<file path="config.mk">
export PLATFORM = sky130hd
export DESIGN_NAME = uart_frame_loader_flat
export DESIGN_NICKNAME = d
export VERILOG_FILES = /design/src/rtl/uart_frame_loader_pkg.sv /design/src/rtl/uart_frame_loader_if.sv /design/src/rtl/uart_frame_loader_gap_timer.sv /design/src/rtl/uart_frame_loader.sv /design/src/flat_wrapper.sv
export SDC_FILE = /design/constraint.sdc
export NUM_CORES = 1
export LEC_CHECK = 0
export ABC_AREA = 1
export CAP_MARGIN = 20
export CORE_MARGIN = 4
export CORE_UTILIZATION = 42
export DETAILED_ROUTE_END_ITERATION = 16
export MAX_ROUTING_LAYER = met4
export PLACE_DENSITY = 0.7
export SLEW_MARGIN = 20
export SYNTH_ARGS = -nofsm -noshare
export SYNTH_HDL_FRONTEND = slang
export SYNTH_SLANG_ARGS = --single-unit
</file>
<file path="constraint.sdc">
create_clock -name clk_i -period 2.14 [get_ports clk_i]
set_input_delay 0.214 -clock clk_i [delete_from_list [all_inputs] [get_ports clk_i]]
set_output_delay 0.214 -clock clk_i [all_outputs]
set_load 0.05 [all_outputs]
</file>
<file path="src/rtl/uart_frame_loader_pkg.sv">
// Shared constants and state encoding for the UART-to-frame-buffer loader.
package uart_frame_loader_pkg;

  localparam int unsigned DEF_FRAME_BYTES = 76800;
  localparam int unsigned DEF_ADDR_W      = 17;
  localparam int unsigned DEF_TIMEOUT_CYC = 1000000;
  localparam int unsigned DEF_RD_WAIT_MAX = 8;

  typedef enum logic [2:0] {
    ST_IDLE,
    ST_WAIT,
    ST_REQ,
    ST_RWAIT,
    ST_WRITE,
    ST_DONE,
    ST_ERROR
  } loader_state_e;

  // Width of a counter that must be able to hold the value 'limit'.
  function automatic int unsigned cnt_width(input int unsigned limit);
    return (limit < 1) ? 1 : $clog2(limit + 1);
  endfunction

endpackage

</file>
<file path="src/rtl/uart_frame_loader_if.sv">
// Receive-FIFO read side and frame-buffer RAM write port as seen by the loader.
interface uart_frame_loader_if #(
  parameter int unsigned ADDR_W = uart_frame_loader_pkg::DEF_ADDR_W
);

  logic              rx_empty_i;
  logic              rx_full_i;
  logic [7:0]        rx_data_i;
  logic              rd_valid_i;
  logic              rx_active_o;
  logic              rd_en_o;
  logic              ram_en_o;
  logic              ram_we_o;
  logic [ADDR_W-1:0] ram_addr_o;
  logic [7:0]        ram_data_o;

  modport master (
    input  rx_empty_i, rx_full_i, rx_data_i, rd_valid_i,
    output rx_active_o, rd_en_o, ram_en_o, ram_we_o, ram_addr_o, ram_data_o
  );

  modport slave (
    output rx_empty_i, rx_full_i, rx_data_i, rd_valid_i,
    input  rx_active_o, rd_en_o, ram_en_o, ram_we_o, ram_addr_o, ram_data_o
  );

endinterface

</file>
<file path="src/rtl/uart_frame_loader_gap_timer.sv">
// Saturating cycle counter with synchronous clear; expired_o flags that LIMIT
// enabled cycles have elapsed since the last clear.
module uart_frame_loader_gap_timer
  import uart_frame_loader_pkg::*;
#(
  parameter int unsigned LIMIT = DEF_RD_WAIT_MAX
) (
  input  logic clk_i,
  input  logic rst_i,
  input  logic clr_i,
  input  logic en_i,
  output logic expired_o
);

  localparam int unsigned       CW      = cnt_width(LIMIT);
  localparam logic [CW-1:0]     LIMIT_C = CW'(LIMIT);

  logic [CW-1:0] cnt_q, cnt_d;

  always_comb begin
    // NOTE: cnt_d is assigned before any branch so no path leaves it unassigned (no latch).
    cnt_d = cnt_q;
    if (clr_i) begin
      cnt_d = '0;
    end else if (en_i && (cnt_q != LIMIT_C)) begin
      cnt_d = cnt_q + 1'b1;
    end
  end

  // NOTE: registers use non-blocking assignments so every flop samples the pre-edge values.
  always_ff @(posedge clk_i or posedge rst_i) begin
    if (rst_i) begin
      cnt_q <= '0;
    end else begin
      cnt_q <= cnt_d;
    end
  end

  assign expired_o = (cnt_q == LIMIT_C);

endmodule

</file>
<file path="src/rtl/uart_frame_loader.sv">
// Drains bytes from the UART receive FIFO into the frame-buffer RAM until one
// frame is stored, with gap timeout, read-wait timeout, checksum and overrun flag.
module uart_frame_loader
  import uart_frame_loader_pkg::*;
#(
  parameter int unsigned FRAME_BYTES = DEF_FRAME_BYTES,
  parameter int unsigned ADDR_W      = DEF_ADDR_W,
  parameter int unsigned TIMEOUT_CYC = DEF_TIMEOUT_CYC,
  parameter int unsigned RD_WAIT_MAX = DEF_RD_WAIT_MAX
) (
  input  logic                clk_i,
  input  logic                rst_i,
  input  logic                start_i,
  input  logic                abort_i,
  uart_frame_loader_if.master bus,
  output logic                busy_o,
  output logic                done_o,
  output logic                err_o,
  output logic                ovf_o,
  output logic [ADDR_W:0]     byte_cnt_o,
  output logic [7:0]          checksum_o
);

  localparam logic [ADDR_W:0] FRAME_CNT = (ADDR_W + 1)'(FRAME_BYTES);

  loader_state_e     state_q, state_d;
  logic [ADDR_W:0]   byte_cnt_q, byte_cnt_d;
  logic [7:0]        checksum_q, checksum_d;
  logic [7:0]        data_q, data_d;
  logic [ADDR_W-1:0] addr_q, addr_d;
  logic              done_q, done_d;
  logic              err_q, err_d;
  logic              ovf_q, ovf_d;

  logic busy;
  logic gap_clr, gap_en, gap_expired;
  logic rd_clr, rd_cnt_en, rd_expired;

  assign busy = (state_q == ST_WAIT) || (state_q == ST_REQ) ||
                (state_q == ST_RWAIT) || (state_q == ST_WRITE);

  // Inter-byte gap only counts in WAIT once the frame has started.
  assign gap_en    = (state_q == ST_WAIT) && (byte_cnt_q != '0);
  assign rd_clr    = (state_q != ST_RWAIT);
  assign rd_cnt_en = (state_q == ST_RWAIT);

  uart_frame_loader_gap_timer #(
    .LIMIT (TIMEOUT_CYC)
  ) u_gap_timer (
    .clk_i     (clk_i),
    .rst_i     (rst_i),
    .clr_i     (gap_clr),
    .en_i      (gap_en),
    .expired_o (gap_expired)
  );

  uart_frame_loader_gap_timer #(
    .LIMIT (RD_WAIT_MAX)
  ) u_rd_timer (
    .clk_i     (clk_i),
    .rst_i     (rst_i),
    .clr_i     (rd_clr),
    .en_i      (rd_cnt_en),
    .expired_o (rd_expired)
  );

  always_comb begin
    state_d    = state_q;
    byte_cnt_d = byte_cnt_q;
    checksum_d = checksum_q;
    data_d     = data_q;
    addr_d     = addr_q;
    done_d     = done_q;
    err_d      = err_q;
    ovf_d      = ovf_q;
    gap_clr    = 1'b0;

    if (busy && bus.rx_full_i) begin
      ovf_d = 1'b1;
    end

    // Abort overrides every transition, including a pending write commit.
    if (abort_i) begin
      state_d = ST_IDLE;
      gap_clr = 1'b1;
    end else begin
      unique case (state_q)
        ST_IDLE: begin
          if (start_i) begin
            state_d    = ST_WAIT;
            byte_cnt_d = '0;
            checksum_d = '0;
            done_d     = 1'b0;
            err_d      = 1'b0;
            ovf_d      = 1'b0;
            gap_clr    = 1'b1;
          end
        end
        ST_WAIT: begin
          if (!bus.rx_empty_i) begin
            state_d = ST_REQ;
          end else if ((byte_cnt_q != '0) && gap_expired) begin
            state_d = ST_ERROR;
          end
        end
        ST_REQ: begin
          state_d = ST_RWAIT;
        end
        ST_RWAIT: begin
          if (bus.rd_valid_i) begin
            data_d  = bus.rx_data_i;
            addr_d  = byte_cnt_q[ADDR_W-1:0];
            state_d = ST_WRITE;
          end else if (rd_expired) begin
            state_d = ST_ERROR;
          end
        end
        ST_WRITE: begin
          byte_cnt_d = byte_cnt_q + 1'b1;
          checksum_d = checksum_q + data_q;
          gap_clr    = 1'b1;
          state_d    = (byte_cnt_d == FRAME_CNT) ? ST_DONE : ST_WAIT;
        end
        ST_DONE: begin
          done_d  = 1'b1;
          state_d = ST_IDLE;
        end
        ST_ERROR: begin
          err_d   = 1'b1;
          state_d = ST_IDLE;
        end
        default: begin
          state_d = ST_IDLE;
        end
      endcase
    end
  end

  always_ff @(posedge clk_i or posedge rst_i) begin
    if (rst_i) begin
      state_q    <= ST_IDLE;
      byte_cnt_q <= '0;
      checksum_q <= '0;
      data_q     <= '0;
      addr_q     <= '0;
      done_q     <= 1'b0;
      err_q      <= 1'b0;
      ovf_q      <= 1'b0;
    end else begin
      state_q    <= state_d;
      byte_cnt_q <= byte_cnt_d;
      checksum_q <= checksum_d;
      data_q     <= data_d;
      addr_q     <= addr_d;
      done_q     <= done_d;
      err_q      <= err_d;
      ovf_q      <= ovf_d;
    end
  end

  assign bus.rx_active_o = busy;
  assign bus.rd_en_o     = (state_q == ST_REQ) && !abort_i;
  assign bus.ram_en_o    = (state_q == ST_WRITE) && !abort_i;
  assign bus.ram_we_o    = (state_q == ST_WRITE) && !abort_i;
  assign bus.ram_addr_o  = addr_q;
  assign bus.ram_data_o  = data_q;

  assign busy_o     = busy;
  assign done_o     = done_q;
  assign err_o      = err_q;
  assign ovf_o      = ovf_q;
  assign byte_cnt_o = byte_cnt_q;
  assign checksum_o = checksum_q;

endmodule

</file>
<file path="src/flat_wrapper.sv">
// flat-port wrapper written by rule: the top's interface ports become plain ports
module uart_frame_loader_flat import uart_frame_loader_pkg::*;
#(
  parameter int unsigned FRAME_BYTES = DEF_FRAME_BYTES,
  parameter int unsigned ADDR_W      = DEF_ADDR_W,
  parameter int unsigned TIMEOUT_CYC = DEF_TIMEOUT_CYC,
  parameter int unsigned RD_WAIT_MAX = DEF_RD_WAIT_MAX
)
  (clk_i, rst_i, start_i, abort_i, busy_o, done_o, err_o, ovf_o, byte_cnt_o, checksum_o, bus_rx_empty_i, bus_rx_full_i, bus_rx_data_i, bus_rd_valid_i, bus_rx_active_o, bus_rd_en_o, bus_ram_en_o, bus_ram_we_o, bus_ram_addr_o, bus_ram_data_o);
  uart_frame_loader_if #(.ADDR_W(ADDR_W)) bus_i ();
  input  logic clk_i;
  input  logic rst_i;
  input  logic start_i;
  input  logic abort_i;
  output logic busy_o;
  output logic done_o;
  output logic err_o;
  output logic ovf_o;
  output logic [ADDR_W:0] byte_cnt_o;
  output logic [7:0] checksum_o;
  input wire logic [$bits(bus_i.rx_empty_i)-1:0] bus_rx_empty_i;
  input wire logic [$bits(bus_i.rx_full_i)-1:0] bus_rx_full_i;
  input wire logic [$bits(bus_i.rx_data_i)-1:0] bus_rx_data_i;
  input wire logic [$bits(bus_i.rd_valid_i)-1:0] bus_rd_valid_i;
  output wire logic [$bits(bus_i.rx_active_o)-1:0] bus_rx_active_o;
  output wire logic [$bits(bus_i.rd_en_o)-1:0] bus_rd_en_o;
  output wire logic [$bits(bus_i.ram_en_o)-1:0] bus_ram_en_o;
  output wire logic [$bits(bus_i.ram_we_o)-1:0] bus_ram_we_o;
  output wire logic [$bits(bus_i.ram_addr_o)-1:0] bus_ram_addr_o;
  output wire logic [$bits(bus_i.ram_data_o)-1:0] bus_ram_data_o;
  assign bus_i.rx_empty_i = bus_rx_empty_i;
  assign bus_i.rx_full_i = bus_rx_full_i;
  assign bus_i.rx_data_i = bus_rx_data_i;
  assign bus_i.rd_valid_i = bus_rd_valid_i;
  assign bus_rx_active_o = bus_i.rx_active_o;
  assign bus_rd_en_o = bus_i.rd_en_o;
  assign bus_ram_en_o = bus_i.ram_en_o;
  assign bus_ram_we_o = bus_i.ram_we_o;
  assign bus_ram_addr_o = bus_i.ram_addr_o;
  assign bus_ram_data_o = bus_i.ram_data_o;
  uart_frame_loader #(.FRAME_BYTES(FRAME_BYTES), .ADDR_W(ADDR_W), .TIMEOUT_CYC(TIMEOUT_CYC), .RD_WAIT_MAX(RD_WAIT_MAX)) u_core (.clk_i(clk_i), .rst_i(rst_i), .start_i(start_i), .abort_i(abort_i), .bus(bus_i), .busy_o(busy_o), .done_o(done_o), .err_o(err_o), .ovf_o(ovf_o), .byte_cnt_o(byte_cnt_o), .checksum_o(checksum_o));
endmodule
</file>
==> run_results.csv <==
group,metric,value,unit
outcome,status,"completed",
pwr,p_per_area,824,mW/mm2
pwr,p_leak,0.00262,uW
flow_run,cap_violations,0,
sta,finalClockSkew,0.00978,ns
sta,fmax,507,MHz
place,port-buffer-count,73,
clock_tree,h-tree-depth,3,
floorplan,core_area,0.0109,mm2
global_route,grt_first_pass_wirelength,20.2,mm
clock_tree,hold_buffers,0,
place,hpwl,9.19,mm
global_route,antenna_found_initial,0,
global_route,track_usage,20.0,%
floorplan,fp.dieW,114,um
sta,setup_viol,0,
yosys,syn-instance-count,596,
place,gp_congestion,0.944,
setup_path,path_cells,"nor2_2 > inv_1 > nor2_1 > inv_1 > nor2_4 > buf_12 > buf_12",
floorplan,ios,74,
sta,finalHoldViolations,0,
yosys,syn_nets,626,
floorplan,rows,38,
yosys,synth.top_cell.area_share,43.1,%
sta,slew_viol_final,0,
final_layout,syn_to_final_growth,25.4,%
setup_path,cp_max_fo,13,
floorplan,die_area,0.0130,mm2
final_layout,multiInputGateArea,0.00236,mm2
drt,viasPerCell,5.26,
setup_path,rrSetupSlack,0.23,ns
final_layout,final_nets,708,
drt,post_drt_wl_per_cell,14.6,um
final_layout,diodes,0,
sta,rsz0062_at_grt,"no",
floorplan,initial_core_util,43.2,%
clock_tree,cts.clk_slew.worst_paths,0.08,ns
global_route,grt_pass1_vias,4108,
final_layout,drive_gt1_share,10.1,%
yosys,yosysSeqAreaShare,43.1,%
clock_tree,cts_tree,"done",
sta,timing.final.crit_share,92.2,%
global_route,grt-ovfl-total,0,
setup_path,slowest_delay,0.46,ns
setup_path,crit_arrival,1.76,ns
final_layout,final_util,54.2,%
setup_path,cp_data_required_time,1.93,ns
drt,drc,0,
clock_tree,cts.sinks,81,
drt,first_pass_iters,5,
setup_path,cpLargestDelayFamily,"buffers and inverters",
sta,period_minus_slack,1.97,ns
clock_tree,clockBufferDepth,2,
yosys,synth.largest_area_cell,"dfrtp_1",
setup_path,critPathLaunchType,"flop",
setup_path,crit_type,"reg -> out",
setup_path,path_buf_inv,4,
sta,slew_headroom,60.9,%
drt,num_vias,4331,
yosys,synth.avg_cell_area,7.90,um2
final_layout,fillers,1051,
drt,first_iter_violations,390,
yosys,synth_cell_types,41,
drt,routed_wl,12.0,mm
yosys,netlist_top_cells_area,"dfrtp_1 (43%), nand2_1 (13%), nand3_1 (5.5%)",
sta,worst-slew-pin-transition,0.586,ns
yosys,synth_area,0.00471,mm2
yosys,synth_seq_cells,81,
clock_tree,cts-root-buf,"clkbuf_8",
floorplan,die_h,114,um
sta,setup_tns,0,ns
setup_path,cp-end-kind,"primary output",
drt,antenna_left,0,
clock_tree,cts_buffers,9,
clock_tree,clk_latency,0.37,ns
final_layout,final-seq-area,0.00203,mm2
setup_path,cpMaxStageDelayCell,"dfrtp_2",
worst_hold_path,hold_class,"in -> async",
pwr,ir_drop,0.565,mV
yosys,yosysWarnings,0,
global_route,grt_max_degree,30,
==> layer usage <==
metal  global-route usage, %  share of wire [%]  vias up
li1                        -                  -     2150
met1                    25.4                 44     2011
met2                    31.9                 48      147
met3                    2.97                5.4       23
met4                    8.79                2.5        0
met5                       -                  0        -
==> Yosys cell counts (all sizes together) <==
library cell and instances:
a22o 2, inv 57, and3 1, fa 1, clkbuf 5, nand2 161
mux2 8, o22ai 7, nand4 23, a21oi 14, or3 1, nand3 54
ha 14, nand3b 1, dfrtp 81, nor2 59, and2 1, xnor2 2
o21ai 52, buf 13, nor3 14, a32o 1, xor2 16, nor4 5
or2 2, o311ai 1
==> power breakdown <==
group	switching, uW	internal [uW]
clock network	551	569
logic	1210	675
registers	161	1700
total	1930	2940
==> layout by cell type, fill, tap and decap left out, types with 14 or more instances in the layout <==
| master | instances |
|---|---|
| a21oi_1 | 14 |
| buf_4 | 14 |
| clkdlybuf4s50_1 | 68 |
| dfrtp_1 | 78 |
| ha_1 | 14 |
| inv_1 | 51 |
| nand2_1 | 160 |
| nand3_1 | 52 |
| nand4_1 | 23 |
| nor2_1 | 53 |
| o21ai_0 | 45 |
| xor2_1 | 16 |
==> state kept, by name (all words and copies together) (netlist names) <==
name                      flops
u_core.err_o                  1
u_core.byte_cnt_o            18
u_core.bus.ram_addr_o        17
u_core.ovf_o                  1
u_core.done_o                 1
u_core.u_rd_timer.cnt_q       4
u_core.state_q                3
u_core.checksum_o             8
u_core.u_gap_timer.cnt_q     20
u_core.bus.ram_data_o         8
==> worst paths after layout <==
| check | startpoint | to | cells past startpoint |
|---|---|---|---|
| hold / removal | rst_i | u_core.bus.ram_addr_o[3]$_DFFE_PP0P_ | 2 |
| setup reg to reg | u_core.u_gap_timer.cnt_q[0]$_DFFE_PP0P_ | u_core.u_gap_timer.cnt_q[9]$_DFFE_PP0P_ | 10 |
| max in group asynchronous | rst_i | u_core.state_q[1]$_DFFE_PP0P_ | 3 |
| hold reg to reg | u_core.done_o$_DFFE_PP0P_ | u_core.done_o$_DFFE_PP0P_ | 2 |
| min in group clk_i | bus_rx_data_i[7] | u_core.bus.ram_data_o[7]$_DFFE_PP0P_ | 2 |
| setup / recovery | u_core.state_q[1]$_DFFE_PP0P_ | bus_ram_en_o | 7 |
==> final cells by class <==
cell class              count  share of cell area [%]
clock buffers              13                    2.52
clock inverters             3                   0.678
inverters                  57                    3.77
multi-input cells         440                    40.0
flip-flops and latches     81                    34.4
well taps                 140                    2.97
repair buffers             89                    15.7
==> through the flow <==
step           cell area [um2]  power, uW  worst slack (ns)  hold slack, ns  instances
6_report                  5900       4870             0.168           0.263        823
5_1_grt                   5900       5110           0.00281           0.302        823
4_1_cts                   5900       4920            0.0903           0.267        823
3_5_place_dp              5700       3780             0.240           0.462        806
3_3_place_gp              5700       3740             0.330           0.465        806
2_1_floorplan             4720       3130             0.133           0.363        596
==> timing repair <==
item | CTS | global route
setup buffers | 1 | 0
hold endpoints to repair | 0 | 0
pin swaps | 1 | 0
resized for setup | 1 | 3
setup endpoints to repair | 2 | 4
==> logic make-up (layout without fill, tap and decap cells) <==
group | after synthesis | after routing | share of synthesized area [%]
compound gates | 77 | 77 | 9.04
xor+xnor | 18 | 18 | 3.35
mux | 8 | 8 | 2.39
buf+inv | 75 | 162 | 6.99
simple gates | 322 | 322 | 31.0
fa+ha+maj | 15 | 15 | 4.15
flops | 81 | 81 | 43.1
Note: power is estimated with default switching activity, not from simulation.
